### config.mk
export PLATFORM = sky130hd
export DESIGN_NAME = gpioemu_driver
export DESIGN_NICKNAME = d
export VERILOG_FILES = /design/src/rtl/gpioemu_driver.sv
export SDC_FILE = /design/constraint.sdc
export NUM_CORES = 1
export LEC_CHECK = 0
export CORE_ASPECT_RATIO = 0.9
export CORE_MARGIN = 1
export CORE_UTILIZATION = 30
export DETAILED_ROUTE_END_ITERATION = 8
export PLACE_DENSITY = 0.55
export SLEW_MARGIN = 25
export SYNTH_ARGS = -nofsm -noshare
export SYNTH_HDL_FRONTEND = slang
export SYNTH_SLANG_ARGS = --single-unit
### constraint.sdc
create_clock -name clk -period 2.6 [get_ports clk]
set_clock_uncertainty 0.15 [all_clocks]
set_input_delay 0.78 -clock clk [delete_from_list [all_inputs] [get_ports clk]]
set_output_delay 0.78 -clock clk [all_outputs]
set_load 0.02 [all_outputs]
### src/rtl/gpioemu_driver.sv
// rtl/gpioemu_driver.sv - bus initiator that runs one multiply/popcount job on the gpioemu peripheral
//
// Parameters: POLL_GAP   idle cycles between status polls (0..255)
//             POLL_LIMIT status polls allowed before giving up (1..65535)
// Ports:      clk, reset           clock, synchronous active-high reset
//             cmd_valid/cmd_ready  command handshake, cmd_a/cmd_b operands
//             rsp_valid/rsp_ready  response handshake, rsp_product/rsp_ones/rsp_timeout payload
//             op_count             completed (non-timeout) commands
//             saddress/swr/srd     peripheral bus address and strobes
//             sdata_out/sdata_in   peripheral write/read data

module gpioemu_driver #(
  parameter int POLL_GAP   = 4,
  parameter int POLL_LIMIT = 64
) (
  input  logic        clk,
  input  logic        reset,
  input  logic        cmd_valid,
  output logic        cmd_ready,
  input  logic [23:0] cmd_a,
  input  logic [23:0] cmd_b,
  output logic        rsp_valid,
  input  logic        rsp_ready,
  output logic [31:0] rsp_product,
  output logic [23:0] rsp_ones,
  output logic        rsp_timeout,
  output logic [15:0] op_count,
  output logic [15:0] saddress,
  output logic        swr,
  output logic        srd,
  output logic [31:0] sdata_out,
  input  logic [31:0] sdata_in
);

  localparam logic [15:0] ADDR_A      = 16'h037F;
  localparam logic [15:0] ADDR_B      = 16'h0388;
  localparam logic [15:0] ADDR_STATUS = 16'h03A0;
  localparam logic [15:0] ADDR_RESULT = 16'h0390;
  localparam logic [15:0] ADDR_ONES   = 16'h0398;

  localparam logic [1:0] PH_SETUP  = 2'd0;
  localparam logic [1:0] PH_STROBE = 2'd1;
  localparam logic [1:0] PH_HOLD   = 2'd2;

  localparam logic [7:0]  GAP_LAST  = 8'(POLL_GAP - 1);
  localparam logic [15:0] POLL_LAST = 16'(POLL_LIMIT - 1);

  typedef enum logic [3:0] {
    S_IDLE, S_WR_A, S_WR_B, S_WR_GO, S_POLL, S_GAP, S_RD_RES, S_RD_ONES, S_RESP
  } state_t;

  state_t      r_state, w_state_nxt;
  logic [1:0]  r_phase, w_phase_nxt;
  logic [23:0] r_a, r_b;
  logic [15:0] r_poll_cnt;
  logic [7:0]  r_gap_cnt;

  logic w_access;
  logic w_access_end;
  logic w_accept;
  logic w_poll_done;
  logic w_poll_end;
  logic w_last_poll;

  // Every state except IDLE, GAP and RESP is a 3-cycle bus access sequenced by r_phase.
  assign w_access     = (r_state == S_WR_A) || (r_state == S_WR_B) || (r_state == S_WR_GO) ||
                        (r_state == S_POLL) || (r_state == S_RD_RES) || (r_state == S_RD_ONES);
  assign w_access_end = w_access && (r_phase == PH_HOLD);
  assign w_accept     = (r_state == S_IDLE) && cmd_valid;
  assign w_poll_end   = (r_state == S_POLL) && (r_phase == PH_HOLD);
  assign w_poll_done  = (sdata_in[1:0] == 2'b11);
  assign w_last_poll  = (r_poll_cnt == POLL_LAST);

  always_comb begin
    w_state_nxt = r_state;
    w_phase_nxt = r_phase;
    cmd_ready   = 1'b0;
    rsp_valid   = 1'b0;
    saddress    = 16'h0;
    sdata_out   = 32'h0;
    swr         = 1'b0;
    srd         = 1'b0;

    if (w_access) begin
      w_phase_nxt = w_access_end ? PH_SETUP : r_phase + 2'd1;
    end

    case (r_state)
      S_IDLE: begin
        cmd_ready = 1'b1;
        if (cmd_valid) w_state_nxt = S_WR_A;
      end
      S_WR_A: begin
        saddress  = ADDR_A;
        sdata_out = {8'h0, r_a};
        swr       = (r_phase == PH_STROBE);
        if (w_access_end) w_state_nxt = S_WR_B;
      end
      S_WR_B: begin
        saddress  = ADDR_B;
        sdata_out = {8'h0, r_b};
        swr       = (r_phase == PH_STROBE);
        if (w_access_end) w_state_nxt = S_WR_GO;
      end
      S_WR_GO: begin
        saddress = ADDR_STATUS;
        swr      = (r_phase == PH_STROBE);
        if (w_access_end) w_state_nxt = S_POLL;
      end
      S_POLL: begin
        saddress = ADDR_STATUS;
        srd      = (r_phase == PH_STROBE);
        if (w_access_end) begin
          if (w_poll_done)        w_state_nxt = S_RD_RES;
          else if (w_last_poll)   w_state_nxt = S_RESP;
          else if (POLL_GAP == 0) w_state_nxt = S_POLL;
          else                    w_state_nxt = S_GAP;
        end
      end
      S_GAP: begin
        if (r_gap_cnt == GAP_LAST) w_state_nxt = S_POLL;
      end
      S_RD_RES: begin
        saddress = ADDR_RESULT;
        srd      = (r_phase == PH_STROBE);
        if (w_access_end) w_state_nxt = S_RD_ONES;
      end
      S_RD_ONES: begin
        saddress = ADDR_ONES;
        srd      = (r_phase == PH_STROBE);
        if (w_access_end) w_state_nxt = S_RESP;
      end
      S_RESP: begin
        rsp_valid = 1'b1;
        if (rsp_ready) w_state_nxt = S_IDLE;
      end
      default: begin
        w_state_nxt = S_IDLE;
        w_phase_nxt = PH_SETUP;
      end
    endcase
  end

  always_ff @(posedge clk) begin
    if (reset) begin
      r_state     <= S_IDLE;
      r_phase     <= PH_SETUP;
      r_a         <= 24'h0;
      r_b         <= 24'h0;
      r_poll_cnt  <= 16'h0;
      r_gap_cnt   <= 8'h0;
      rsp_product <= 32'h0;
      rsp_ones    <= 24'h0;
      rsp_timeout <= 1'b0;
      op_count    <= 16'h0;
    end else begin
      r_state <= w_state_nxt;
      r_phase <= w_phase_nxt;

      // Clearing the payload at acceptance leaves zeros in place for a timeout response.
      if (w_accept) begin
        r_a         <= cmd_a;
        r_b         <= cmd_b;
        r_poll_cnt  <= 16'h0;
        rsp_product <= 32'h0;
        rsp_ones    <= 24'h0;
        rsp_timeout <= 1'b0;
      end

      if (w_poll_end) begin
        r_poll_cnt <= r_poll_cnt + 16'd1;
        if (!w_poll_done && w_last_poll) rsp_timeout <= 1'b1;
      end

      r_gap_cnt <= (r_state == S_GAP) ? r_gap_cnt + 8'd1 : 8'h0;

      if ((r_state == S_RD_RES) && w_access_end)  rsp_product <= sdata_in;
      if ((r_state == S_RD_ONES) && w_access_end) rsp_ones    <= sdata_in[23:0];

      if ((r_state == S_RESP) && rsp_ready && !rsp_timeout) op_count <= op_count + 16'd1;
    end
  end

endmodule

# Word-level counts from Yosys, hierarchy flattened

Index checks and enable logic that the tools add are counted.
W data, S select, Z words.

Input port bits: 84
Bits in registers: 151
Output and inout bits: 125
Word-level logic and storage cells: 92

Mux-type cells: 28
Reduce and logical (&&, ||, !) cells: 26
Bitwise gates (word level): 2
Eq/ne operators: 22
$add $sub $neg: 4

Operator list:

| cell                    | count |
|---|---|
| $mux W32                | 2 |
| $pmux W10 S5            | 1 |
| $mux W24                | 2 |
| $pmux W24 S2            | 1 |
| $mux W4                 | 11 |
| $pmux W4 S9             | 1 |
| $add A16 B1 Y16 const B | 2 |
| $mux W16                | 2 |
| $ne A2 B2 Y1 const B    | 9 |
| $eq A16 B6 Y1 const B   | 1 |
| $eq A4 B3 Y1 const B    | 4 |
| $reduce_and A9 Y1       | 1 |
| $reduce_or A9 Y1        | 1 |
| $add A8 B1 Y8 const B   | 1 |
| $eq A4 B2 Y1 const B    | 2 |
| $eq A8 B2 Y1 const B    | 1 |
| $logic_and A1 B1 Y1     | 8 |
| $mux W1                 | 7 |
| $reduce_bool A2 Y1      | 3 |
| $reduce_or A2 Y1        | 3 |
| $reduce_or A3 Y1        | 2 |
| $logic_or A1 B1 Y1      | 5 |
| $eq A2 B2 Y1 const B    | 2 |
| $eq A4 B1 Y1 const B    | 1 |
| other kinds (7)         | 9 |

# Longest topological paths before layout

Gate-level depths: netlist (run 1).

Depth after elaboration: 9
Gate-level depth with buffers: 7
Depth with buffers taken out: 5

# Worst setup path before layout (run 1)

Ideal clock, no wire load.

Path type: register -> output
Start point: register r_state[1]
End point: output port swr
Data arrival time: 1.895 ns
Stages on the path, launching flop included: 4
Path buffers: 1
Required time: 1.670 ns
Path slack: -0.225 ns
Cell sequence: dfxtp_1 buf_2 inv_1 a2111oi_0

Cells in the longest elaborated chain, start to end: 3
Elaborated cells on any way between the ends: 5
Those cells by class: eq/ne: 3; mux: 1; reduce/logical: 1

Ends and longest elaborated chain:

| what                                         | RTL line | RTL |
|---|---|---|
| start: declaration                           | 52       | `state_t r_state, w_state_nxt;` |
| start signal: assignment                     | 157      | `r_state <= w_state_nxt;` |
| $eq A4 B1 Y1 or $eq A4 B2 Y1 (tied branches) | 88       | `case (r_state)` |
| $reduce_or A3 Y1 (no source line) (*)        | n/a      |  |
| $mux W1 (*)                                  | n/a      |  |
| end: declaration                             | 29       | `output logic swr,` |

Mark *: on every way between the ends. The rest lies on a longest branch, timed or not.

# Worst setup path after layout (run 1)

Start point: register r_state[1]
End point: output port sdata_out[14]

Cells in the longest elaborated chain, start to end: 2
Elaborated cells on any way between the ends: 3
Those cells by class: eq/ne: 2; mux: 1

Ends and longest elaborated chain:

| what                                         | RTL line | RTL |
|---|---|---|
| $eq A4 B2 Y1 or $eq A4 B1 Y1 (tied branches) | 88       |  |
| $pmux W24 S2 (*)                             | 88       |  |
| end: declaration                             | 31       | `output logic [31:0] sdata_out,` |

Marks and branches as above.

==> impl_metrics.yaml, run 1 <==
run_status:
  status: "finished with violations"
  violations: "negative setup slack"
timing:
  finalCritPeriodShare_pct: 100
  grt_setup_unrepaired: "yes"
  hold_violations: 0
  layout_min_cycle_time_ps: 2610
  fmax_mhz: 383
  finalSetupTns_ps: -12.8
  slew_viol_final: 0
  relSlewSlack_pct: 65.4
  worst_pin_slew_ps: 519
  finalSetupViolCount: 2
  layout_setup_ws_ps: -9.42
worst_hold_path:
  hp-class: "reg -> reg"
  worstHoldStart: "r_a[4]"
yosys:
  synth.cell_area_mm2: 0.00650
  synthTopCellsByCount: "dfxtp_1, nand2_1, nor2_1, a21oi_1, a22oi_1"
  synth_ff_type: "dfxtp_1"
  synthCells: 758
  synthTopCellsByArea: "dfxtp_1, nand2_1, a22oi_1, a21oi_1, nor2_1"
  synth.most_common_cell: "dfxtp_1"
  synth_top_area_share_pct: 46.5
  yosysWarnings: 0
  synth_seq_area_share_pct: 46.5
  async_reset_ff_share_pct: 0
  yosys.cell_types.count: 59
  synth_area_leader_cell: "dfxtp_1"
  ys_ff_latch: 151
  synth_edf_count: 0
  postSynthAreaPerCell_um2: 8.57
global_routing:
  grt_use_total_pct: 18.5
  grt_first_pass_wirelength_um: 31700
  grt_pass1_vias: 5805
  antenna_found_initial: 0
  grt-ovfl-total: 0
  grt_start_max_net_pins: 51
clock_network:
  cts_tree: "yes"
  ctsLongestPathBuffers: 2
  cts_inserted_buffers: 17
  clkSlewWorstSetupHoldPaths_ps: 60
  h-tree-depth: 4
  cts_hold_buf: 0
  clock-sinks: 151
  clk_latency_ps: 420
  cts-root-buf: "clkbuf_16"
power:
  p_per_area_mw_per_mm2: 794
  leakagePower_nw: 3.55
  irDropWorstVdd_v: 0.000597
route:
  via_count: 6154
  ant_nets: 0
  route.met3.wl_um: 1670
  wire_per_inst_um: 15.9
  wl_met2_um: 9280
  wirelength_um: 20100
  dr.pass1.iters: 5
  met1_length_um: 8940
  initialDrtViolationCount: 333
  drc: 0
  top_layer: "met4"
  viasPerCell: 4.87
die:
  num_rows: 50
  coreArea_mm2: 0.0210
  io-pin-count: 209
  start_util_pct: 30.9
  die_height_um: 142
  die_w_um: 157
  design.die.area_mm2: 0.0223
setup_path:
  worst-endpoint-arrival_ps: 1680
  cp-startpoint: "r_state[1]"
  crit_required_ps: 1670
  cp_max_fo: 13
  reg2reg_setup_slack_ps: 390
  r2r-start: "r_state[3]"
  critPathLaunchType: "flip-flop"
  critical_path_class: "reg -> out"
  end_kind: "output port"
layout:
  final_cells: 1263
  nets: 1052
  n_antenna_cell: 0
  post-route-util_pct: 45.8
  areaGrowthSynthToFinish_pct: 48.3
  layout-drive-gt1-share_pct: 15.5
  fill_cells: 2064
placement:
  placed_cells: 1228
  gp_congestion: 0.785
  hpwl_um: 14000
  portBuffers: 194
flow_run:
  cap_violations: 0
==> layout by cell type (no fill, tap or decap), types with 5 or more instances in the layout <==
cell type        count
clkdlybuf4s50_1    155
xor2_1              11
clkbuf_16           17
nand2_1            120
a22oi_1             58
inv_1                7
buf_12               5
buf_4               50
o21ai_0             13
nor3_1               8
nand4_1              8
buf_6               28
or4_1                7
a211oi_1             9
nor2_1              82
a22o_1              24
or3_1                9
nand3_1             19
conb_1              14
dfxtp_1            147
and4_1               6
nand2b_1             7
a21oi_1             68
==> cell type report <==
cell class	instances	area, µm²	share of cell area (%)
multi-input cells	541	3200	33.2
inverters	7	26.3	0.273
well taps	286	358	3.71
repair buffers	247	2420	25.1
flip-flops and latches	151	3040	31.5
clock buffers	20	457	4.74
clock inverters	11	141	1.47
==> final timing paths <==
| path | endpoint | depth (start not counted) |
|---|---|---|
| worst max-delay path | sdata_out[14] | 5 |
| worst min-delay path | r_a[4] | 2 |
| worst min register to register | r_a[4] | 2 |
| worst max register to register | r_poll_cnt[15] | 7 |
==> layer usage <==
metal	vias to the layer above	track usage, %
met5	-	0
met4	0	5.83
met3	14	7.15
met2	179	28.4
met1	2880	23.7
li1	3081	-
==> timing repair <==
item	4_1_cts	5_1_grt
resized for setup	180	45
buffers inserted	4	0
endpoints found under the setup margin	38	37
pin swaps	0	5
gates cloned	2	0
==> sequential cells by signal, indices dropped and copies added (netlist names) <==
| name | count |
|---|---|
| rsp_ones | 24 |
| rsp_timeout | 1 |
| rsp_product | 32 |
| r_b | 24 |
| r_gap_cnt | 8 |
| r_phase | 2 |
| r_poll_cnt | 16 |
| r_state | 4 |
| op_count | 16 |
| r_a | 24 |
==> critical path: stages, from the launching register on <==
cell,delay (ps)
dfxtp_4,370
nand2b_4,150
nor3_4,220
buf_6,210
a22o_1,190
buf_6,120
==> power by group <==
| part | leakage (nW) | internal [mW] | total [mW] | switching (mW) |
|---|---|---|---|---|
| Combinational | 2.04 | 1.10 | 2.53 | 1.43 |
| Sequential | 1.23 | 2.50 | 2.63 | 0.136 |
| Clock | 0.287 | 1.48 | 2.49 | 1.01 |
| Total | 3.55 | 5.08 | 7.65 | 2.57 |
==> stage by stage <==
step	hold slack, ps	setup slack [ps]	cell area, µm²	power (mW)
floorplan	286	20.9	6550	4.00
global placement	294	-103	8930	5.11
detailed placement	299	-90.2	8930	5.10
CTS	308	-58.5	9540	7.69
global route	319	-81.8	9640	8.06
finish	308	-9.42	9640	7.65
==> kinds of logic (layout without fill, tap and decap cells) <==
group | count (synthesis) | in the layout | synth area share [%]
and+or+nand+nor | 305 | 305 | 23.2
AOI/OAI and AO/OA | 197 | 197 | 20.3
DFF | 151 | 151 | 46.5
buffers and inverters | 79 | 285 | 6.16
xor gates and xnor gates | 15 | 15 | 2.02
muxes | 7 | 7 | 1.16
adders and majority gates | 3 | 3 | 0.578
other | 1 | 14 | 0.0577
Power figures use the tool's default switching activity.
==> run 2: changes to the inputs <==
--- a/config.mk
+++ b/config.mk
@@ -5,11 +5,12 @@
 export SDC_FILE = /design/constraint.sdc
 export NUM_CORES = 1
 export LEC_CHECK = 0
+export CAP_MARGIN = 25
 export CORE_ASPECT_RATIO = 0.9
 export CORE_MARGIN = 1
 export CORE_UTILIZATION = 30
 export DETAILED_ROUTE_END_ITERATION = 8
-export PLACE_DENSITY = 0.55
+export PLACE_DENSITY = 0.64
 export SLEW_MARGIN = 25
 export SYNTH_ARGS = -nofsm -noshare
 export SYNTH_HDL_FRONTEND = slang
==> run 2 against run 1 <==
Worst setup slack worse by 21 ps. Count of clock-buffer cells in the layout down 2. Clock power up 4%. The flow still finishes with violations (negative setup slack). Largest cell class unchanged. Sequential cell count unchanged. Critical path type unchanged. Critical endpoint is now sdata_out[11].
==> impl_metrics.yaml, run 2 (same netlist as run 1, synthesis figures left out) <==
global_routing:
  grt_start_max_net_pins: 55
  grt_use_total_pct: 17.8
  antenna_found_initial: 0
  grt_pass1_vias: 5814
  grt-ovfl-total: 0
  grt_first_pass_wirelength_um: 31000
setup_path:
  crit_top_cell: "buf_6"
  reg2reg_setup_slack_ps: 310
  crit_chain: "buf_6 > nor3_4 > buf_6 > buf_12 > a22o_1 > buf_6"
  cp_max_fo: 7
  crit_required_ps: 1670
  crit_family: "buffers and inverters"
  slowest_delay_ps: 360
  critPathLaunchType: "flip-flop"
  cp_slowest_cell: "dfxtp_4"
  crit_buf_inv: 4
  critical_path_class: "reg -> out"
  end_kind: "output port"
  worst-endpoint-arrival_ps: 1700
timing:
  hold_violations: 0
  layout_setup_ws_ps: -30.0
  worst_pin_slew_ps: 520
  slew_viol_final: 0
  timing.hold.ws_ps: 306
  layout_min_cycle_time_ps: 2630
  finalCritPeriodShare_pct: 101
  fmax_mhz: 380
  grt_setup_unrepaired: "yes"
  finalSetupViolCount: 24
  relSlewSlack_pct: 65.2
die:
  io-pin-count: 209
  coreArea_mm2: 0.0210
  design.die.area_mm2: 0.0223
  die_height_um: 142
  num_rows: 50
  die_w_um: 157
  start_util_pct: 30.9
route:
  via_count: 6214
  drc: 0
  dr.pass1.iters: 5
  wire_per_inst_um: 15.6
  wirelength_um: 19700
  initialDrtViolationCount: 284
  ant_nets: 0
  viasPerCell: 4.91
clock_network:
  cts_tree: "yes"
  cts-root-buf: "clkbuf_16"
  h-tree-depth: 4
  cts_inserted_buffers: 17
  clk_latency_ps: 420
  clock-sinks: 151
  clkSlewWorstSetupHoldPaths_ps: 70
  cts_hold_buf: 0
  ctsLongestPathBuffers: 2
power:
  leakagePower_nw: 3.63
  irDropWorstVdd_v: 0.000443
  p_per_area_mw_per_mm2: 813
  power_mw: 7.98
layout:
  largest_register_ffs: 32
  final_cell_mix: "clkdlybuf4s50_1, dfxtp_1, nand2_1"
  final_common_cell: "clkdlybuf4s50_1"
  areaGrowthSynthToFinish_pct: 51.0
  n_antenna_cell: 0
  regMostFlops: "rsp_product"
  nets: 1054
  final_area_mm2: 0.00981
  final_cells: 1266
  layout-drive-gt1-share_pct: 16.2
  post-route-util_pct: 46.7
  fill_cells: 2078
placement:
  placed_cells: 1224
  place_area_mm2: 0.00894
  hpwl_um: 13200
  gp_congestion: 0.808
  portBuffers: 194
flow_run:
  cap_violations: 0
run_status:
  violations: "negative setup slack"
  status: "finished with violations"
worst_hold_path:
  hp-class: "reg -> reg"
## run 2: cell count changes in the layout (fill, tap and decap cells not counted), moves of 2 or more
cell      delta
clkbuf_2     -3
inv_6        +2
buf_4        -8
clkinv_4     -3
buf_16       +2
buf_12       +4
nor3_2       +2
buf_6        +8
clkinv_8     +2
## run 2: worst register-to-register path, cell delays in order, from the launching register on
cell,delay (ps)
dfxtp_4,360
buf_6,120
buf_4,150
nor4b_4,310
buf_4,230
nand4_1,110
buf_4,180
nor4_1,190
mux2_2,360
## run 2: timing repair
action	4_1_cts	5_1_grt
cloned	3	0
gates resized for setup	226	23
pin swaps	17	14
setup endpoints to repair	38	35
setup buffers	4	3
## run 2: metrics by stage
step	setup WS [ps]	TNS (ps)
2_1_floorplan	20.9	0
3_3_place_gp	-20.7	-333
3_5_place_dp	-54.4	-1100
4_1_cts	-65.7	-1420
5_1_grt	-122	-2510
6_report	-30.0	-347
## run 2: final cells by class
cell class              instances  area, µm²  area share (%)
clock buffers                  18        439            4.48
repair buffers                249       2560            26.1
inverters                       7       26.3           0.268
well taps                     286        358            3.65
flip-flops and latches        151       3040            30.9
multi-input cells             541       3200            32.7
clock inverters                14        184            1.87
## run 2: routing by layer
metal,part of all wire [%],up-vias,GRT usage (%),routed length [µm]
met3,7.5,22,7.03,1480
li1,-,3098,-,-
met5,0,-,0,0
met1,45,2921,22.9,8870
met4,1.5,0,5.52,301
met2,46,173,27.3,9040
## run 2: path summary, 6_finish.rpt
path	startpoint	end	cells past startpoint
worst min-delay path	r_b[5]	r_b[5]	2
worst max register to register	r_state[0]	op_count[15]	8
worst max-delay path	r_state[2]	sdata_out[11]	6
worst min register to register	r_b[5]	r_b[5]	2
## run 2: power by group
group / total, mW / switching, mW / internal (mW)
sequential: 2.61 / 0.118 / 2.50
combinational: 2.78 / 1.47 / 1.30
clock: 2.59 / 1.10 / 1.49
==> run 3: changes to the inputs <==
--- a/config.mk
+++ b/config.mk
@@ -11,6 +11,7 @@
 export CORE_UTILIZATION = 30
 export DETAILED_ROUTE_END_ITERATION = 8
 export PLACE_DENSITY = 0.64
+export SETUP_SLACK_MARGIN = 0.02
 export SLEW_MARGIN = 25
 export SYNTH_ARGS = -nofsm -noshare
 export SYNTH_HDL_FRONTEND = slang
==> run 3 against run 2 <==
The run still ends with negative setup slack left. Utilization grew 0.095 points. Final area grew 0.20%. Register-to-register slack is essentially flat. Hold slack is essentially flat. Sequential cell count is the same. Power grew 0.32%. Non-clock buffer count shrank 1. Combinational power is essentially flat. Critical endpoint unchanged. Largest power group unchanged. Highest routed layer unchanged.
==> impl_metrics.yaml, run 3 (same netlist as run 1, synthesis figures left out) <==
run_status:
  status: "finished with violations"
  violations: "negative setup slack"
timing:
  slew_viol_final: 0
  worst_pin_slew_ps: 532
  relSlewSlack_pct: 64.5
  finalSetupViolCount: 24
  timing.hold.ws_ps: 306
  hold_violations: 0
  layout_min_cycle_time_ps: 2630
  finalCritPeriodShare_pct: 101
  grt_setup_unrepaired: "yes"
  layout_setup_ws_ps: -31.5
  fmax_mhz: 380
placement:
  placed_cells: 1224
  hpwl_um: 13200
  gp_congestion: 0.808
  portBuffers: 194
  place_area_mm2: 0.00894
route:
  via_count: 6208
  initialDrtViolationCount: 306
  ant_nets: 0
  viasPerCell: 4.91
  drc: 0
  wirelength_um: 19600
  dr.pass1.iters: 4
  wire_per_inst_um: 15.5
worst_hold_path:
  min_to: "r_b[5]"
  whs_path_depth: 2
  hp-class: "reg -> reg"
  worstHoldStart: "r_b[5]"
setup_path:
  cp_slowest_cell: "dfxtp_4"
  cp_max_fo: 7
  end_kind: "output port"
  crit_top_cell: "buf_6"
  r2r_cells: 8
  critPathLaunchType: "flip-flop"
  reg2reg_setup_slack_ps: 310
  crit_chain: "buf_6 > nor3_4 > buf_6 > buf_12 > a22o_1 > buf_6"
  r2r_end: "op_count[15]"
  crit_family: "buffers and inverters"
  worst-endpoint-arrival_ps: 1700
  crit_required_ps: 1670
  r2r-start: "r_state[0]"
  crit_buf_inv: 4
  critical_path_class: "reg -> out"
  slowest_delay_ps: 360
global_routing:
  grt_use_total_pct: 17.8
  grt_pass1_vias: 5816
  grt-ovfl-total: 0
  antenna_found_initial: 0
  grt_start_max_net_pins: 55
  grt_first_pass_wirelength_um: 31000
die:
  num_rows: 50
  die_height_um: 142
  die_w_um: 157
  coreArea_mm2: 0.0210
  design.die.area_mm2: 0.0223
  start_util_pct: 30.9
  io-pin-count: 209
flow_run:
  cap_violations: 0
clock_network:
  clk_latency_ps: 420
  clkSlewWorstSetupHoldPaths_ps: 70
  cts_hold_buf: 0
  ctsLongestPathBuffers: 2
  cts-root-buf: "clkbuf_16"
  cts_inserted_buffers: 17
  h-tree-depth: 4
  cts_tree: "yes"
  clock-sinks: 151
layout:
  final_cells: 1265
  n_antenna_cell: 0
  areaGrowthSynthToFinish_pct: 51.3
  final_area_mm2: 0.00983
  regMostFlops: "rsp_product"
  multi_input_area_mm2: 0.00322
  final_common_cell: "clkdlybuf4s50_1"
  nets: 1053
  regArea_mm2: 0.00304
  largest_register_ffs: 32
  post-route-util_pct: 46.8
  fill_cells: 2072
  final_cell_mix: "clkdlybuf4s50_1, dfxtp_1, nand2_1"
  layout-drive-gt1-share_pct: 16.1
power:
  irDropWorstVdd_v: 0.000446
  p_per_area_mw_per_mm2: 814
  leakagePower_nw: 3.63
[run 3: how the worst max path moves through the flow]
stage	from	to	slack, ps	cells after the start
3_5_place_dp	r_state[1]	sdata_out[22]	-50	5
4_1_cts	r_state[1]	sdata_out[11]	-70	6
6_report	r_state[2]	sdata_out[11]	-30	6
2_1_floorplan	r_state[1]	swr	20	3
3_3_place_gp	r_state[1]	sdata_out[12]	-20	5
5_1_grt	r_state[2]	sdata_out[10]	-120	6
[run 3: area by class of cell]
cell class	instances	share of cell area (%)
clock buffer	18	4.47
timing repair buffer	248	26.2
multi-input combinational	541	32.7
clock inverter	14	1.87
inverter	7	0.267
tap	286	3.64
sequential	151	30.9
[run 3: report_power, final]
part           internal [mW]  total (mW)  switching [mW]
registers               2.50        2.61           0.116
logic                   1.32        2.80            1.48
clock network           1.49        2.59            1.10
[run 3: per-layer routing]
metal | vias up | GRT usage, % | wire [µm]
met5 | - | 0 | 0
met4 | 0 | 5.52 | 299
li1 | 3097 | - | -
met3 | 22 | 7.03 | 1480
met1 | 2920 | 22.9 | 8850
met2 | 169 | 27.3 | 8980
[run 3: worst min-delay path, stage by stage (launching register included)]
cell	delay, ps
dfxtp_1	310
nand2_1	50
a21oi_1	50
[run 3: per-stage QoR]
step | worst slack (ps) | setup TNS (ps) | power (mW)
floorplan | 20.9 | 0 | 4.00
global route | -122 | -2500 | 8.42
global placement | -20.7 | -333 | 5.09
detailed placement | -54.4 | -1100 | 5.10
CTS | -65.7 | -1420 | 7.96
finish | -31.5 | -392 | 8.00
[run 3: repair_timing]
item / 4_1_cts / 5_1_grt
setup endpoints to repair: 38 / 37
pin swaps: 19 / 17
cloned: 3 / 0
setup buffers: 4 / 2
resized for setup: 225 / 29
==> patch: new RTL, flow settings as in run 1 <==
Compare `r_poll_cnt` against `POLL_LAST` with >= in place of ==.
--- a/src/rtl/gpioemu_driver.sv
+++ b/src/rtl/gpioemu_driver.sv
@@ -70,5 +70,5 @@
   assign w_poll_end   = (r_state == S_POLL) && (r_phase == PH_HOLD);
   assign w_poll_done  = (sdata_in[1:0] == 2'b11);
-  assign w_last_poll  = (r_poll_cnt == POLL_LAST);
+  assign w_last_poll  = (r_poll_cnt >= POLL_LAST);
 
   always_comb begin
Formal check against the unedited RTL: same outputs for any inputs over 10 cycles, from zero or initial values and one cycle with reset high; that may be too few to reach the edited logic, so the function may still have changed.
==> patch against run 1 <==
- the run still ends with negative setup slack left
- worst setup slack lost 0.022 ns
- sequential cell count stayed put
- design area fell by 0.52%
- wire length down 2.6%
- synthesized cell count down 0.40%
- area after synthesis down 1.7%
- power about the same
- first-iteration DRC count up 19%
- fmax shrank 0.82%
- combinational power hardly changed
- critical path type unchanged
==> patch: results (changes against run 1) <==
| Metric | Value |
|---|---|
| Initial DRC count | `397 (was 333)` |
| Post-synthesis sequential area ratio | `47.33% (was 46.52%)` |
| Largest net degree at the start of global routing | `49 (was 51)` |
| Status | `complete, but fails checks (unchanged)` |
| Vias in the first global route | `5,874 (was 5,805)` |
| Met3 usage | `6.064% (was 7.147%)` |
| DP HPWL | `12,850 µm (was 13,960 µm)` |
| CP arrival | `1.70 ns (was 1.68 ns)` |
| Layout cell share with drive strength beyond 1 | `15.50% (was 15.46%)` |
| Area contributors post-synth | `dfxtp_1 (47%), a22oi_1 (6.9%), nand2_1 (6.8%) (was dfxtp_1 (47%), nand2_1 (6.9%), a22oi_1 (6.7%))` |
| Nets | `1,049 (was 1,052)` |
| Setup tns final | `-0.2018 ns (was -0.01278 ns)` |
| Setup bufs post-CTS | `2 (was 4)` |
| LEAKAGE | `3.517 nW (was 3.551 nW)` |
| Port Buffer Count | `194 (unchanged)` |
| Failing checks | `negative setup slack (unchanged)` |
| CP Max Fanout | `7 (was 13)` |
| Post-synth top cells | `dfxtp_1 (151), nand2_1 (116), nor2_1 (83), a21oi_1 (71), a22oi_1 (59) (was dfxtp_1 (151), nand2_1 (120), nor2_1 (82), a21oi_1 (70), a22oi_1 (58))` |
| Metal3 WL | `1518 µm (was 1668 µm)` |
| Final Setup Violations | `21 (was 2)` |
| Met1 usage | `24.10% (was 23.68%)` |
| Vias | `6,121 (was 6,154)` |
| Post-Place Cells | `1,222 (was 1,228)` |
| Met2 usage | `26.62% (was 28.37%)` |
| Met1 wire length | `9374 µm (was 8938 µm)` |
| Post-cts repair resize count | `200 (was 180)` |
| DP Area | `0.008841 mm² (was 0.008935 mm²)` |
| WL final | `19,610 µm (was 20,140 µm)` |
| GPL Wtd Cong | `0.8218 (was 0.7851)` |
| Worst IR Drop VDD | `0.0004828 V (was 0.0005975 V)` |
| Setup ws final | `-0.03101 ns (was -0.009423 ns)` |
| Filler cell count | `2,036 (was 2,064)` |
| Syn avg cell area | `8.460 µm² (was 8.572 µm²)` |
| First-pass GRT wire length | `31,130 µm (was 31,730 µm)` |
patch: worst paths after layout:
check | from | to | slack, ns | cells after the start
setup / recovery | r_state[1] | sdata_out[11] | -0.03 | 6
hold reg to reg | r_a[15] | r_a[15] | 0.31 | 2
hold / removal | r_a[15] | r_a[15] | 0.31 | 2
setup reg to reg | r_state[3] | r_poll_cnt[11] | 0.32 | 6
patch: cells by family (layout without fill, tap and decap cells):
group	after synthesis	after routing	share of synthesized area, %
simple gates	293	293	21.45
compound gates	205	205	21.68
flops	151	151	47.33
buf+inv	83	289	6.210
xor+xnor	15	15	2.057
mux	4	4	0.6269
fa+ha+maj	3	3	0.5877
other cells	1	14	0.05871
patch: final cells by class:
| type | count | area [µm²] | area share [%] |
|---|---|---|---|
| well taps | 286 | 357.8 | 3.733 |
| clock buffers | 17 | 425.4 | 4.437 |
| clock inverters | 14 | 163.9 | 1.710 |
| inverters | 9 | 33.78 | 0.3524 |
| flip-flops and latches | 151 | 3027 | 31.57 |
| multi-input cells | 534 | 3107 | 32.41 |
| repair buffers | 249 | 2472 | 25.79 |
patch: metrics by stage:
stage | total power, mW | hold slack (ns)
6_report | 7.656 | 0.3063
2_1_floorplan | 3.913 | 0.2860
4_1_cts | 7.586 | 0.3082
3_5_place_dp | 4.986 | 0.2989
5_1_grt | 8.059 | 0.3280
3_3_place_gp | 4.978 | 0.2967
patch: worst max-delay path: stages (launching register included):
cell       delay [ns]
dfxtp_2          0.33
or2_4            0.26
nor2_4           0.13
buf_12           0.13
clkbuf_16        0.15
a22o_1           0.16
buf_6            0.12
patch: report_power, final:
part	internal, mW	switching (mW)
Combinational	1.11	1.42
Clock	1.44	1.09
Sequential	2.50	0.105
Total	5.05	2.61
